<file path="src/rtl/div_pkg.sv">
// Shared types and constants for the GPU divide sequencer.
package div_pkg;

   typedef enum logic [1:0] {
      IDLE = 2'd0,
      LOAD = 2'd1,
      RUN  = 2'd2,
      WB   = 2'd3
   } div_state_t;

   localparam int unsigned DIV_STEPS_DEF      = 16;
   localparam int unsigned DIVCTRL_OFFSET_BIT = 0;

endpackage

</file>
<file path="src/rtl/div_step_cnt.sv">
// Loadable down-counter for iterative divide sequencers.
// Decrement saturates at zero so the count holds 0 once a divide is finished.
module div_step_cnt #(
   parameter int unsigned CW = 5
) (
   input  logic          clk_i,
   input  logic          rst_ni,
   input  logic          load_i,
   input  logic [CW-1:0] load_val_i,
   input  logic          dec_i,
   output logic [CW-1:0] cnt_o,
   output logic          zero_o
);

   logic [CW-1:0] cnt_d, cnt_q;

   always_comb begin
      cnt_d = cnt_q;
      if (load_i) begin
         cnt_d = load_val_i;
      end else if (dec_i && (cnt_q != '0)) begin
         cnt_d = cnt_q - CW'(1);
      end
   end

   always_ff @(posedge clk_i or negedge rst_ni) begin
      if (!rst_ni) begin
         cnt_q <= '0;
      end else begin
         cnt_q <= cnt_d;
      end
   end

   assign cnt_o  = cnt_q;
   assign zero_o = (cnt_q == '0);

endmodule

</file>
<file path="src/rtl/div_seq.sv">
// Sequencer for the GPU iterative divider: load/step strobes, quotient
// writeback handshake and pipeline stall terms for DIV and remainder reads.
module div_seq
   import div_pkg::*;
#(
   parameter int unsigned STEPS = DIV_STEPS_DEF,
   parameter int unsigned CW    = 5
) (
   input  logic          clk,
   input  logic          reset_n,
   input  logic          div_start,
   input  logic          divwr,
   input  logic [31:0]   gpu_din,
   input  logic          remrd,
   input  logic          wb_gnt,
   output logic          div_load,
   output logic          div_step,
   output logic          div_offset,
   output logic [CW-1:0] div_cnt,
   output logic          div_active,
   output logic          wb_req,
   output logic          div_done,
   output logic          start_stall,
   output logic          rem_stall
);

   div_state_t state_d, state_q;
   logic       ctrl_d, ctrl_q;
   logic       offset_d, offset_q;
   logic       cnt_zero;
   logic       wb_accept;
   logic       unused_din;

   assign unused_din = ^gpu_din;
   assign wb_accept  = (state_q == WB) && wb_gnt;

   always_comb begin
      state_d = state_q;
      unique case (state_q)
         IDLE:    if (div_start) state_d = LOAD;
         LOAD:    state_d = RUN;
         RUN:     if (cnt_zero) state_d = WB;
         WB:      if (wb_gnt) state_d = div_start ? LOAD : IDLE;
         default: state_d = IDLE;
      endcase
   end

   // Control bit is live immediately; the divide only sees it when LOAD samples it.
   always_comb begin
      ctrl_d   = divwr ? gpu_din[DIVCTRL_OFFSET_BIT] : ctrl_q;
      offset_d = (state_q == LOAD) ? ctrl_q : offset_q;
   end

   always_ff @(posedge clk or negedge reset_n) begin
      if (!reset_n) begin
         state_q  <= IDLE;
         ctrl_q   <= 1'b0;
         offset_q <= 1'b0;
      end else begin
         state_q  <= state_d;
         ctrl_q   <= ctrl_d;
         offset_q <= offset_d;
      end
   end

   div_step_cnt #(
      .CW(CW)
   ) u_step_cnt (
      .clk_i      (clk),
      .rst_ni     (reset_n),
      .load_i     (state_q == LOAD),
      .load_val_i (CW'(STEPS - 1)),
      .dec_i      (state_q == RUN),
      .cnt_o      (div_cnt),
      .zero_o     (cnt_zero)
   );

   assign div_load    = (state_q == LOAD);
   assign div_step    = (state_q == RUN);
   assign wb_req      = (state_q == WB);
   assign div_active  = (state_q != IDLE);
   assign div_offset  = offset_q;
   assign div_done    = wb_accept;
   assign start_stall = div_start && div_active && !wb_accept;
   // Remainder becomes readable in the cycle the quotient writeback is granted.
   assign rem_stall   = remrd && div_active && !wb_accept;

endmodule

</file>
<file path="config.mk">
export PLATFORM = sky130hd
export DESIGN_NAME = div_seq
export DESIGN_NICKNAME = d
export VERILOG_FILES = /design/src/rtl/div_pkg.sv /design/src/rtl/div_step_cnt.sv /design/src/rtl/div_seq.sv
export SDC_FILE = /design/constraint.sdc
export NUM_CORES = 1
export LEC_CHECK = 0
export BUFFER_PORTS_ARGS = -buffer_cell sky130_fd_sc_hd__buf_2
export CAP_MARGIN = 20
export CORE_UTILIZATION = 41
export CTS_CLUSTER_DIAMETER = 120
export DETAILED_ROUTE_END_ITERATION = 10
export PLACE_DENSITY = 0.88
export SYNTH_ARGS = -nofsm -noshare
export SYNTH_HDL_FRONTEND = slang
export SYNTH_HIERARCHICAL = 1
export SYNTH_SLANG_ARGS = --single-unit
</file>
<file path="constraint.sdc">
create_clock -name clk -period 4.32 [get_ports clk]
set_input_delay 0.432 -clock clk [delete_from_list [all_inputs] [get_ports clk]]
set_output_delay 0.432 -clock clk [all_outputs]
set_load 0.03 [all_outputs]
</file>
# Word level (Yosys, flattened, before mapping)

Cells that the tools add are included.
Widths: inputs -> output; s select.

Register bits: 9
Input port bits: 38
Output and inout bits: 13

Add/subtract/negate cells: 1
Equality and inequality tests: 6
Muxes and demuxes: 7
Reductions and logical operators: 13

Operators with widths:

| operator            | number |
|---|---|
| $mux 5              | 2 |
| $pmux 2 s4          | 1 |
| $logic_and 1x1->1   | 6 |
| $mux 2              | 3 |
| $ne 2x2->1 const B  | 3 |
| $logic_not 5->1     | 1 |
| $reduce_bool 5->1   | 1 |
| $sub 5x1->5 const B | 1 |
| $eq 2x2->1 const B  | 2 |
| $reduce_bool 2->1   | 2 |
| $reduce_and 3->1    | 1 |
| $eq 2x1->1 const B  | 1 |
| $logic_not 2->1     | 1 |
| $logic_not 1->1     | 1 |
| $mux 1              | 1 |

# Depth between registers and ports, before layout

Word-level depth: 4
Gate-level depth with buffers: 7

# Hierarchy

Netlist, hierarchy kept.

By module, submodules not included:

| module       | instances | cells an instance | area each (µm²) | sequential area each (µm²) |
|---|---|---|---|---|
| div_seq      | 1         | 29                | 339.1           | 100.1 |
| div_step_cnt | 1         | 32                | 304.0           | 125.1 |

# Least setup slack after synthesis

No wires, ideal clock.

Kind: register to register
Start: reg u_step_cnt.cnt_q[0] (netlist: u_step_cnt/cnt_o[0])
End: reg state_q[1]
Library setup time: 0.125 ns
Arrival time: 1.932 ns
Required time: 4.195 ns
Setup slack: 2.263 ns
Stages on the path, launching flop included: 8
Buffers on the path: 0
Clock period less this slack: 2.057 ns
Path through: dfrtp_1 > inv_1 > ha_1 > or4b_4 > inv_1 > nor2b_4 > nor3_4 > mux2_4

Word-level cells in the longest chain between the ends: 3

Ends and longest elaborated chain:

| item                              | line               | source |
|---|---|---|
| start: declaration                | div_step_cnt.sv:15 | `logic [CW-1:0] cnt_d, cnt_q;` |
| start signal: assignment          | div_step_cnt.sv:30 | `cnt_q <= cnt_d;` |
| $logic_not 5->1                   | div_step_cnt.sv:35 | `assign zero_o = (cnt_q == '0);` |
| net cnt_zero                      | div_seq.sv:30      | `logic cnt_zero;` |
| $ne 2x2->1 (no source line)       | n/a                |  |
| $reduce_and 3->1 (no source line) | n/a                |  |
| end signal: assignment            | div_seq.sv:60      | `state_q <= state_d;` |
| end: declaration                  | div_seq.sv:27      | `div_state_t state_d, state_q;` |

The timed path passes the listed nets, and every way through them passes these cells.
A chain may end at the register's enable or synchronous reset.

# Worst setup path after layout

Ends and elaborated chain as after synthesis.

==> metrics.txt <==
initial core utilization=between 40% and 50%; Post-Route Utilization=a little under three fifths; initial antenna violation count=0; via count=roughly 490; Clock Pin Slew Worst Setup and Hold Paths=about 0.060 ns; H-tree depth=1; share of cells above drive strength 1=about two fifths; setup repair bufs after CTS=0; synthesized area=approximately 640 um^2; most frequent cells in the layout=19 x buf_2, 9 x dfrtp_1, 6 x inv_1, 6 x ha_1; setup tns final=0 ns; die width=between 40 and 50 um; Setup crit end kind=register; Max Fclk=approximately 0.5 GHz; max-cap viol count=0; Remaining DRCs=0; Synth area leaders=dfrtp_1 35%, ha_1 12%, nor2b_4 6.4%; CTS resizes=0; Initial DRC Count=3; Setup WS post-layout=around 2.3 ns; Data arrival, critical path=roughly 2.2 ns; sequential cell area fraction in the yosys report=between 30% and 40%; root buf cell=clkbuf_4; gp weighted congestion=~0.79; Clock Path Buffers=2; Synth Area per Inst=about 11 um^2; Fin. Hold Viols=0; Synth Instances=61; # nets final=roughly 130; Yosys reg bits=9; commonest non-fill, non-tap cell in the layout=buf_2; Yosys cell types=29; Reg2Reg Setup Slack=2.29 ns; Antenna Nets Post-Route=0; die height=41.6 um; Syn. warnings=6; leading area contributor after synthesis=dfrtp_1; via/cell ratio=~4.9; area share of the largest cell type after synthesis=a little over a third; class of the worst hold path=input port to async pin; largest net degree at the start of global routing=13; Required @ worst endpoint=~4.5 ns; pre-CTS WS=2.30 ns; Core Footprint=around 1400 um^2; P&R area growth vs syn=23.0%; RSZ-0062 raised after global routing=false; status=completed; Antenna diodes=0; PortBufs=19; sinks on the clock net=9; first-pass GRT wire length=2120 um; Clock Latency Late Sink=between 0.2 and 0.3 ns; DRT Pass-1 Iters=4; Ports=51; CP Class=register to register; Cell Rows=13; Clock Skew=0.000945 ns; R2R depth=7; pwr dens=slightly below 900 nW/um^2; post-DR wirelength/cell=about 12 um; Worst IR Drop VDD=0.000410 V; Inserted Clock Buffers=3; LEAKAGE=just under 0.4 nW; Die Area=1730 um^2; routed wire length=1230 um; Max FO, Critical Path=5; Total GRT Usage=about 17%; Tcrit/Tclk final=between 40% and 50%; Final Critical Period=between 2 and 2.5 ns; number of global-route vias before repair=499; Pins Over Slew Limit=0; GRT Residual Overflow=0; startpoint types=register; final setup violation count=0; CTS tree=built; hold_buf cts=0
==> cell type report <==
class	count	area, um^2
multi-input combinational	48	403
clock buffer	4	26.3
inverter	6	22.5
tap	15	18.8
timing repair buffer	19	95.1
fill	119	592
sequential	9	225
==> registers in the layout (all words and copies together) (netlist names) <==
register,flops
ctrl_q,1
div_offset,1
state_q,2
u_step_cnt/cnt_o,5
==> worst max-delay path, stage by stage (launching register included) <==
cell and delay, ns:
dfrtp_1 0.38, inv_1 0.10, ha_1 0.17, or4b_4 0.50, inv_1 0.15, nor2b_4 0.07
nor3_4 0.23, mux2_4 0.32
==> per-layer routing <==
metal	track usage (%)	vias to the layer above	wire, um
met5	0	-	0
li1	-	253	-
met2	28.4	11	644
met4	11.6	0	51
met3	5.22	6	50
met1	17.4	222	481
==> Yosys cell counts <==
library cell	number
nor2b_4	3
and3_4	1
or3_1	2
a21oi_2	1
conb_1	2
mux2_4	1
o31ai_1	1
ha_1	6
nand2_1	3
o31ai_2	1
inv_1	6
and2_1	2
nor3_4	1
and2_2	1
and3_1	1
clkbuf_1	1
nor2_1	2
or4b_1	1
a21oi_1	5
nor2b_1	2
mux2_2	2
o31a_1	1
a211oi_1	1
o21ai_0	1
dfrtp_1	9
nand2b_1	1
or4b_4	1
nor4_2	1
a2bb2oi_2	1
==> power by group <==
group	switching, W	internal, W
combinational	0.000269	0.000188
clock	0.0000304	0.0000357
sequential	0.0000395	0.000126
total	0.000339	0.000350
==> kinds of logic (layout without fill, tap and decap cells) <==
| group | Yosys count | in the layout | synth area share (%) |
|---|---|---|---|
| simple gates | 22 | 22 | 28.2 |
| compound gates | 12 | 12 | 14.0 |
| flops | 9 | 9 | 35.0 |
| buf+inv | 7 | 29 | 4.08 |
| fa+ha+maj | 6 | 6 | 11.7 |
| mux | 3 | 3 | 5.84 |
| other cells | 2 | 5 | 1.17 |
==> per-stage QoR <==
step                instances  instance area [um^2]  total power, W  hold WS, ns
finish                    101                   791        0.000689      0.00583
global route              101                   791        0.000741      0.00972
floorplan                  64                   654        0.000525        0.136
CTS                       101                   791        0.000694      0.00608
global placement           97                   764        0.000607        0.293
detailed placement         97                   764        0.000627        0.294
==> path summary, 6_finish.rpt <==
kind                                startpoint             endpoint
max                        u_step_cnt/cnt_o[0]           state_q[1]
min                                    reset_n  u_step_cnt/cnt_o[3]
max reg2reg                u_step_cnt/cnt_o[0]           state_q[1]
min reg2reg                             ctrl_q           div_offset
max in group asynchronous              reset_n  u_step_cnt/cnt_o[2]
min in group clk                    gpu_din[0]               ctrl_q
Power figures use the tool's default switching activity.
